[src/rtl/packet_assembler_pkg.sv]
// Shared types and helpers for the packet assembler: FSM state encoding,
// frame geometry and the bit-serial CRC step used by the accumulator.
package PacketAssemblerPackage;

   typedef enum logic [1:0] {
      IDLE    = 2'd0,
      RECEIVE = 2'd1,
      HOLD    = 2'd2
   } state_t;

   localparam int unsigned CRC_MAX_W  = 64;
   localparam int unsigned DATA_MAX_W = 64;

   localparam int unsigned DEF_DATA_LENGTH    = 8;
   localparam int unsigned DEF_MESSAGE_LENGTH = 48;
   localparam int unsigned DEF_CRC_LENGTH     = 8;

   function automatic int unsigned seg_total(
      input int unsigned message_length,
      input int unsigned crc_length,
      input int unsigned data_length
   );
      return (message_length + crc_length) / data_length;
   endfunction

   localparam int unsigned SEG_TOTAL = seg_total(DEF_MESSAGE_LENGTH, DEF_CRC_LENGTH, DEF_DATA_LENGTH);
   localparam int unsigned SEG_BITS  = $clog2(SEG_TOTAL + 1);

   // MSB-first, non-reflected CRC step over one word. Operands are left-aligned
   // in fixed-size containers so the loop bound is a constant for synthesis.
   function automatic logic [CRC_MAX_W-1:0] crc_next(
      input logic [CRC_MAX_W-1:0]  crc,
      input logic [DATA_MAX_W-1:0] word,
      input logic [CRC_MAX_W-1:0]  poly,
      input int unsigned           crc_width,
      input int unsigned           data_width
   );
      logic [CRC_MAX_W-1:0]  acc;
      logic [CRC_MAX_W-1:0]  poly_al;
      logic [DATA_MAX_W-1:0] word_al;
      logic                  fb;
      acc     = crc  << (CRC_MAX_W - crc_width);
      poly_al = poly << (CRC_MAX_W - crc_width);
      word_al = word << (DATA_MAX_W - data_width);
      fb      = 1'b0;
      for (int unsigned i = 0; i < DATA_MAX_W; i++) begin
         if (i < data_width) begin
            fb      = acc[CRC_MAX_W-1] ^ word_al[DATA_MAX_W-1];
            acc     = acc << 1;
            word_al = word_al << 1;
            if (fb) begin
               acc = acc ^ poly_al;
            end
         end
      end
      return acc >> (CRC_MAX_W - crc_width);
   endfunction

endpackage

[src/rtl/packet_assembler_crc_accumulator.sv]
// Running CRC register: restarts from CRC_INIT on clear and folds in one
// payload word per enabled cycle, so the result is ready with the last word.
module crc_accumulator
   import PacketAssemblerPackage::*;
#(
   parameter int unsigned            DATA_LENGTH = 8,
   parameter int unsigned            CRC_LENGTH  = 8,
   parameter logic [CRC_LENGTH-1:0]  CRC_POLY    = 8'h07,
   parameter logic [CRC_LENGTH-1:0]  CRC_INIT    = 8'h00
) (
   input  logic                   clk,
   input  logic                   reset,
   input  logic                   i_clear,
   input  logic                   i_enable,
   input  logic [DATA_LENGTH-1:0] i_data,
   output logic [CRC_LENGTH-1:0]  o_crc
);

   logic [CRC_LENGTH-1:0] r_crc;

   always_ff @(posedge clk or negedge reset) begin
      if (!reset) begin
         r_crc <= CRC_INIT;
      end else if (i_clear) begin
         r_crc <= CRC_INIT;
      end else if (i_enable) begin
         r_crc <= CRC_LENGTH'(crc_next(CRC_MAX_W'(r_crc), DATA_MAX_W'(i_data),
                                       CRC_MAX_W'(CRC_POLY), CRC_LENGTH, DATA_LENGTH));
      end
   end

   assign o_crc = r_crc;

endmodule

[src/rtl/packet_assembler.sv]
// Assembles SEG_TOTAL received words into payload + CRC, checks the CRC on the
// final word, drops stalled partial packets and hands good messages downstream.
module packet_assembler
   import PacketAssemblerPackage::*;
#(
   parameter int unsigned            DATA_LENGTH    = 8,
   parameter int unsigned            MESSAGE_LENGTH = 48,
   parameter int unsigned            CRC_LENGTH     = 8,
   parameter logic [CRC_LENGTH-1:0]  CRC_POLY       = 8'h07,
   parameter logic [CRC_LENGTH-1:0]  CRC_INIT       = 8'h00,
   parameter int unsigned            TIMEOUT_CYCLES = 100000,
   parameter int unsigned            COUNT_WIDTH    = 16
) (
   input  logic                      clk,
   input  logic                      reset,
   input  logic [DATA_LENGTH-1:0]    in_data,
   input  logic                      in_valid,
   output logic                      in_ready,
   output logic [MESSAGE_LENGTH-1:0] out_data,
   output logic                      out_valid,
   input  logic                      out_ready,
   output logic                      crc_error,
   output logic                      timeout_error,
   output logic [COUNT_WIDTH-1:0]    good_count,
   output logic [COUNT_WIDTH-1:0]    error_count
);

   localparam int unsigned L_SEG_TOTAL    = seg_total(MESSAGE_LENGTH, CRC_LENGTH, DATA_LENGTH);
   localparam int unsigned L_PAYLOAD_SEGS = MESSAGE_LENGTH / DATA_LENGTH;
   localparam int unsigned L_SEG_BITS     = $clog2(L_SEG_TOTAL + 1);
   localparam int unsigned L_FRAME_BITS   = MESSAGE_LENGTH + CRC_LENGTH;
   localparam int unsigned L_HIST_BITS    = L_FRAME_BITS - DATA_LENGTH;
   localparam int unsigned L_TIMER_BITS   = $clog2(TIMEOUT_CYCLES + 1);

   state_t                     r_state;
   state_t                     w_state_next;
   logic [L_SEG_BITS-1:0]      r_seg_cnt;
   logic [L_HIST_BITS-1:0]     r_frame;
   logic [L_FRAME_BITS-1:0]    w_frame_next;
   logic [L_TIMER_BITS-1:0]    r_timer;
   logic [CRC_LENGTH-1:0]      w_crc;
   logic                       r_in_ready;
   logic [MESSAGE_LENGTH-1:0]  r_out_data;
   logic                       r_out_valid;
   logic                       r_crc_error;
   logic                       r_timeout_error;
   logic [COUNT_WIDTH-1:0]     r_good_count;
   logic [COUNT_WIDTH-1:0]     r_error_count;

   logic w_accept;
   logic w_last_word;
   logic w_payload_word;
   logic w_crc_ok;
   logic w_good_pkt;
   logic w_bad_pkt;
   logic w_timeout;
   logic w_crc_clear;

   // The buffer keeps only the earlier words; the final word is merged
   // combinationally so the CRC verdict lands on the accepting edge.
   assign w_frame_next   = {in_data, r_frame};
   assign w_accept       = in_valid & r_in_ready;
   assign w_last_word    = w_accept && (r_state == RECEIVE)
                           && (r_seg_cnt == L_SEG_BITS'(L_SEG_TOTAL - 1));
   assign w_payload_word = w_accept && (r_seg_cnt < L_SEG_BITS'(L_PAYLOAD_SEGS));
   assign w_crc_ok       = (w_frame_next[MESSAGE_LENGTH +: CRC_LENGTH] == w_crc);
   assign w_good_pkt     = w_last_word & w_crc_ok;
   assign w_bad_pkt      = w_last_word & ~w_crc_ok;
   assign w_timeout      = (r_state == RECEIVE) && !w_accept
                           && (r_timer == L_TIMER_BITS'(TIMEOUT_CYCLES - 1));
   assign w_crc_clear    = (w_state_next == IDLE);

   always_comb begin
      w_state_next = r_state;
      case (r_state)
         IDLE: begin
            if (w_accept) begin
               w_state_next = RECEIVE;
            end
         end
         RECEIVE: begin
            if (w_good_pkt) begin
               w_state_next = HOLD;
            end else if (w_bad_pkt || w_timeout) begin
               w_state_next = IDLE;
            end
         end
         HOLD: begin
            if (out_ready) begin
               w_state_next = IDLE;
            end
         end
         default: w_state_next = IDLE;
      endcase
   end

   crc_accumulator #(
      .DATA_LENGTH (DATA_LENGTH),
      .CRC_LENGTH  (CRC_LENGTH),
      .CRC_POLY    (CRC_POLY),
      .CRC_INIT    (CRC_INIT)
   ) u_crc (
      .clk      (clk),
      .reset    (reset),
      .i_clear  (w_crc_clear),
      .i_enable (w_payload_word),
      .i_data   (in_data),
      .o_crc    (w_crc)
   );

   always_ff @(posedge clk or negedge reset) begin
      if (!reset) begin
         r_state    <= IDLE;
         r_in_ready <= 1'b0;
         r_seg_cnt  <= '0;
         r_frame    <= '0;
         r_timer    <= '0;
      end else begin
         r_state    <= w_state_next;
         r_in_ready <= (w_state_next != HOLD);
         if (w_state_next == IDLE) begin
            r_seg_cnt <= '0;
         end else if (w_accept) begin
            r_seg_cnt <= r_seg_cnt + 1'b1;
         end
         if (w_accept) begin
            r_frame <= w_frame_next[L_FRAME_BITS-1:DATA_LENGTH];
         end
         if (w_accept || (r_state != RECEIVE) || w_timeout) begin
            r_timer <= '0;
         end else begin
            r_timer <= r_timer + 1'b1;
         end
      end
   end

   always_ff @(posedge clk or negedge reset) begin
      if (!reset) begin
         r_out_data      <= '0;
         r_out_valid     <= 1'b0;
         r_crc_error     <= 1'b0;
         r_timeout_error <= 1'b0;
      end else begin
         r_crc_error     <= w_bad_pkt;
         r_timeout_error <= w_timeout;
         if (w_good_pkt) begin
            r_out_data  <= w_frame_next[MESSAGE_LENGTH-1:0];
            r_out_valid <= 1'b1;
         end else if ((r_state == HOLD) && out_ready) begin
            r_out_valid <= 1'b0;
         end
      end
   end

   always_ff @(posedge clk or negedge reset) begin
      if (!reset) begin
         r_good_count  <= '0;
         r_error_count <= '0;
      end else begin
         if (w_good_pkt && (r_good_count != '1)) begin
            r_good_count <= r_good_count + 1'b1;
         end
         if ((w_bad_pkt || w_timeout) && (r_error_count != '1)) begin
            r_error_count <= r_error_count + 1'b1;
         end
      end
   end

   assign in_ready      = r_in_ready;
   assign out_data      = r_out_data;
   assign out_valid     = r_out_valid;
   assign crc_error     = r_crc_error;
   assign timeout_error = r_timeout_error;
   assign good_count    = r_good_count;
   assign error_count   = r_error_count;

endmodule
[config.mk]
export PLATFORM = sky130hd
export DESIGN_NAME = packet_assembler
export DESIGN_NICKNAME = d
export VERILOG_FILES = /design/src/rtl/packet_assembler_pkg.sv /design/src/rtl/packet_assembler_crc_accumulator.sv /design/src/rtl/packet_assembler.sv
export SDC_FILE = /design/constraint.sdc
export NUM_CORES = 1
export LEC_CHECK = 0
export CAP_MARGIN = 20
export CORE_MARGIN = 3
export CORE_UTILIZATION = 49
export DETAILED_ROUTE_END_ITERATION = 7
export PLACE_DENSITY = 0.73
export SETUP_SLACK_MARGIN = 0.3
export SLEW_MARGIN = 40
export SYNTH_ARGS = -nofsm -noshare
export SYNTH_HDL_FRONTEND = slang
export SYNTH_SLANG_ARGS = --single-unit
export TNS_END_PERCENT = 50
[constraint.sdc]
create_clock -name clk -period 4.4 [get_ports clk]
set_input_delay 0.66 -clock clk [delete_from_list [all_inputs] [get_ports clk]]
set_output_delay 0.66 -clock clk [all_outputs]
set_load 0.1 [all_outputs]
==> results.json, run 1 <==
{
  "status": "finished, final reports clean",
  "p_clk_frac": 0.398,
  "final_util": 0.608,
  "finalMaxSlewViolations": 0,
  "clock_sinks": 162,
  "die_x_um": 125,
  "leakage_nw": 4.03,
  "syn_area_per_cell_um2": 13.4,
  "track_usage": 0.175,
  "cts.repair.resized": 0,
  "die_h_um": 125,
  "grt_setup_unrepaired": "false",
  "yosys-top-cells-count": "dfrtp_1 (162), mux2_2 (99), xnor2_1 (50)",
  "hold_class": "primary input to async pin",
  "via_per_inst": 5.38,
  "timing.rr.start": "in_ready",
  "drc_errors": 0,
  "vias": 4329,
  "synth_cells": 515,
  "die_area_mm2": 0.0156,
  "busiest_layer": "met2",
  "crit_fanout": 12,
  "grt_remaining_overflow": 0,
  "yosysMostFrequentCell": "dfrtp_1",
  "slew_headroom": 0.491,
  "endpoint": "good_count[1]",
  "worstSkewPairLatency_ns": 0.41,
  "yosysTopAreaCell": "dfrtp_1",
  "core_mm2": 0.0135,
  "ys.flop_type": "dfrtp_1",
  "peakVddDrop_mv": 0.308,
  "final_hold_viol_count": 0,
  "yosysSeqAreaShare": 0.587,
  "crit_required_ns": 4.70,
  "p_switching_w": 0.000916,
  "met3_usage": 0.0450,
  "drt_first_pass_iters": 4,
  "path_clk_slew_ns": 0.06,
  "crit_start": "in_valid",
  "ant_nets": 0,
  "cts_hold_buf": 0,
  "powerDensity_mw_per_mm2": 458,
  "maxCapViolations": 0,
  "fin_setup_tns_ns": 0,
  "place.gp.congestion": 0.814,
  "synth_cell_types": 41,
  "grt_pass1_vias": 4466,
  "ff2ff_setup_slack_ns": 1.87,
  "end_kind": "flip-flop",
  "post_cts.repair.setup_buffers": 0,
  "max_freq_mhz": 344,
  "placementRows": 42,
  "grt_pass1_wl_um": 22400,
  "cts_root_buf": "clkbuf_16",
  "internal_power_w": 0.00284,
  "fin_worst_skew_ns": 0.00612,
  "synth_top_cell_area_share": 0.587,
  "synth_edf_count": 0,
  "drive_above_1_share": 0.362,
  "drt_wl_total_um": 12800,
  "wl_per_cell_um": 15.9,
  "start_util": 0.511,
  "diodes": 0,
  "critical_path_class": "primary input to flip-flop",
  "globalRouteMet1Util": 0.241,
  "p_seq_frac": 0.465,
  "antenna_found_initial": 0,
  "cts.path.max_buffers": 2,
  "grt_use_met2": 0.271,
  "dpl.hpwl_um": 8840,
  "rr_worst_depth": 4,
  "async_flop_share": 1.00,
  "syn_to_final_growth_pct": 18.8,
  "synth_warnings": 0,
  "combPwrFrac": 0.138,
  "swShare": 0.244,
  "r2r-end": "good_count[1]",
  "arrival_ns": 3.20,
  "tightest_slew_ns": 0.764,
  "io_pins": 96,
  "io_buffers": 95,
  "ys_ff_latch": 162,
  "fin_crit_ns": 2.90,
  "start_kind": "primary input",
  "nets": 638,
  "synthTopCellsByArea": "dfrtp_1 (59%), mux2_2 (16%), xnor2_1 (6.3%), nand4_1 (2.1%), nor2_1 (2.0%)",
  "htree_num_levels": 4,
  "setup_viol": 0,
  "syn_nets": 535,
  "numCtsBuffers": 17,
  "fin_crit_sh": 0.660,
  "grt_max_degree": 100,
  "synth_area_mm2": 0.00691,
  "cts_tree": "built",
  "drt_iter0_drc": 244
}
==> area by class of cell <==
class                           instances  area (µm²)
Inverter                                6        22.5
Sequential cell                       162        4050
Clock inverter                          9         158
Clock buffer                           21         440
Timing Repair Buffer                  100         573
Fill cell                            1078        5300
Tap cell                              176         220
Multi-Input combinational cell        331        2740
==> how the worst min path moves through the flow <==
stage,startpoint,end,slack (ns)
after CTS,reset,out_data[37],0.29
after detailed placement,r_timer[0],r_timer[0],0.48
after floorplan,reset,crc_error,0.36
after global routing,reset,out_data[37],0.30
after global placement,r_timer[0],r_timer[0],0.48
final,reset,out_data[37],0.27
==> per-stage QoR <==
| step | instances | hold WS (ns) | cell area [µm²] | power, W | setup WS (ns) |
|---|---|---|---|---|---|
| after floorplan | 515 | 0.364 | 6910 | 0.00215 | 1.87 |
| after global placement | 775 | 0.476 | 8030 | 0.00227 | 1.15 |
| after detailed placement | 775 | 0.477 | 7610 | 0.00229 | 1.07 |
| after CTS | 805 | 0.294 | 8210 | 0.00380 | 1.49 |
| after global routing | 805 | 0.304 | 8210 | 0.00393 | 1.31 |
| final | 805 | 0.267 | 8210 | 0.00376 | 1.50 |
==> routing by layer <==
layer / share of wire / wire (µm)
met1: 0.46 / 5880
met2: 0.48 / 6200
met3: 0.047 / 601
met4: 0.011 / 138
met5: 0 / 0
==> cells in the final DEF (no fill, tap or decap), types with 13 or more instances in the layout <==
cell	count
clkbuf_16	17
xor2_1	13
mux2_2	99
nor2_1	36
xnor2_1	50
nand4_1	23
buf_2	84
nand3_1	19
nand2_1	19
dfrtp_1	162
==> cell families after synthesis <==
kind of cell    share of synthesized area
xor+xnor                           0.0891
flops                               0.587
mux                                 0.167
simple gates                        0.110
fa+ha+maj                          0.0145
compound gates                     0.0150
buf+inv                            0.0172
==> worst max-delay path: stages <==
cell,delay [ns]
clkdlybuf4s50_1,0.52
and2_1,0.51
nand4_1,0.34
a311oi_2,0.76
mux2_2,0.40
==> flip-flops by register name, indices dropped and copies added, names as in the netlist, 2 cells and up <==
register     flops
u_crc.o_crc      8
error_count     16
good_count      16
r_timer         17
r_seg_cnt        3
out_data        48
r_frame         48
r_state          2
==> power by group through the flow <==
stage | clock [W] | sequential, W | combinational, W
3_3_place_gp | 0 | 0.00177 | 0.000506
3_5_place_dp | 0 | 0.00177 | 0.000518
4_1_cts | 0.00153 | 0.00175 | 0.000522
5_1_grt | 0.00159 | 0.00177 | 0.000579
2_1_floorplan | 0 | 0.00177 | 0.000383
6_report | 0.00150 | 0.00175 | 0.000517
Power figures use the tool's default switching activity.
==> run 2: changes to the inputs <==
==> constraint.sdc (replaced) <==
create_clock -name clk -period 2.9 [get_ports clk]
set_input_delay 0.435 -clock clk [delete_from_list [all_inputs] [get_ports clk]]
set_output_delay 0.435 -clock clk [all_outputs]
set_load 0.1 [all_outputs]
==> run 2 against run 1 <==
Effect of this change:
- global-route usage grew 0.66 points
- cell count increased by 1.2%
- sequential cell count did not move
- sequential share of layout area is 1.9 points lower
- first-iteration DRC count decreased by 9.8%
- sequential power up 51%
- register-to-register slack worse by 1.3 ns
- final area up 4.1%
- non-clock buffer count rose by 9
- clock power increased by 55%
- setup slack worse by 0.99 ns
==> results.json, run 2 (synthesized netlist as in run 1, its figures left out) <==
{
  "core_mm2": 0.0135,
  "final_hold_viol_count": 0,
  "power_w": 0.00580,
  "path_clk_slew_ns": 0.06,
  "diodes": 0,
  "fin_worst_skew_ns": 0.00636,
  "peakVddDrop_mv": 0.390,
  "cts_hold_buf": 0,
  "end_kind": "flip-flop",
  "leakage_nw": 4.09,
  "post_cts.repair.setup_buffers": 0,
  "arrival_ns": 2.69,
  "clock_sinks": 162,
  "numCtsBuffers": 17,
  "htree_num_levels": 4,
  "io_pins": 96,
  "wl_per_cell_um": 16.3,
  "powerDensity_mw_per_mm2": 679,
  "cts.path.max_buffers": 2,
  "drc_errors": 0,
  "dpl.hpwl_um": 9250,
  "drive_above_1_share": 0.374,
  "finalMaxSlewViolations": 0,
  "grt_max_degree": 74,
  "fin_setup_tns_ns": 0,
  "syn_to_final_growth_pct": 23.6,
  "hold_class": "primary input to async pin",
  "start_kind": "primary input",
  "grt_setup_unrepaired": "false",
  "io_buffers": 95,
  "max_freq_mhz": 418,
  "setup_viol": 0,
  "place.gp.congestion": 0.799,
  "start_util": 0.511,
  "grt_remaining_overflow": 0,
  "track_usage": 0.182,
  "drt_iter0_drc": 220,
  "maxCapViolations": 0,
  "ant_nets": 0,
  "drt_wl_total_um": 13300,
  "worstPathCellList": "clkdlybuf4s50_1 -> xnor2_1 -> ha_1 -> and3_1 -> and3_2 -> o22ai_2 -> nand2_1 -> mux2_2",
  "critical_path_class": "primary input to flip-flop",
  "vias": 4348,
  "cpPeakStageDelay_ns": 0.49,
  "status": "finished, final reports clean",
  "die_h_um": 125,
  "cts_root_buf": "clkbuf_16",
  "grt_pass1_wl_um": 23000,
  "worstSkewPairLatency_ns": 0.42,
  "fin_crit_sh": 0.824,
  "slew_headroom": 0.570,
  "final_cell_mix": "dfrtp_1 (162), mux2_2 (99), buf_4 (95), xnor2_1 (50), nor2_1 (36)",
  "nets": 647,
  "slowest_stage": "o22ai_2",
  "die_area_mm2": 0.0156,
  "antenna_found_initial": 0,
  "final_common_cell": "dfrtp_1",
  "die_x_um": 125,
  "via_per_inst": 5.33,
  "crit_required_ns": 3.20,
  "fin_crit_ns": 2.39,
  "crit_fanout": 12,
  "cts_tree": "built",
  "cts.repair.resized": 0,
  "tightest_slew_ns": 0.645,
  "placementRows": 42,
  "grt_pass1_vias": 4574,
  "drt_first_pass_iters": 5
}
run 2: where the power goes:
group	switching (W)	internal, W
clock	0.000845	0.00148
combinational	0.000397	0.000423
sequential	0.000172	0.00248
run 2: cell type report:
cell class | instances | area [µm²]
sequential | 162 | 4050
tap | 176 | 220
inverter | 6 | 22.5
multi-input combinational | 331 | 2740
clock inverter | 9 | 155
clock buffer | 22 | 464
fill | 1038 | 4970
timing repair buffer | 109 | 885
run 2: layer usage:
metal,part of all wire,wire length [µm],track usage
met2,0.49,6550,0.298
met5,0,0,0
met1,0.45,5970,0.236
met4,0.017,229,0.0677
met3,0.041,545,0.0442
run 2: metrics by stage:
step                cells  hold slack (ns)   util  instance area, µm²  worst slack, ns
CTS                   815           0.0390  0.632                8540            0.534
global route          815           0.0733  0.632                8540            0.408
finish                815           0.0314  0.632                8540            0.510
floorplan             515            0.139      -                6910            0.368
detailed placement    784            0.486  0.586                7920           0.0918
global placement      784            0.468  0.586                7920            0.138
run 2: worst max-delay path: cells and delay by family:
family | cells | cell delay, ns
simple gates | 3 | 0.59
compound gates | 1 | 0.49
buf+inv | 1 | 0.48
mux | 1 | 0.30
xor+xnor | 1 | 0.20
fa+ha+maj | 1 | 0.20
run 2: worst paths after layout:
path	startpoint	end	slack, ns	cells past startpoint
max reg2reg	u_crc.o_crc[2]	error_count[1]	0.61	7
max	in_data[2]	error_count[1]	0.51	8
max in group asynchronous	reset	r_timer[1]	2.12	2
min	reset	out_data[37]	0.03	1
min in group clk	good_count[10]	good_count[10]	0.50	1
min reg2reg	good_count[10]	good_count[10]	0.50	1
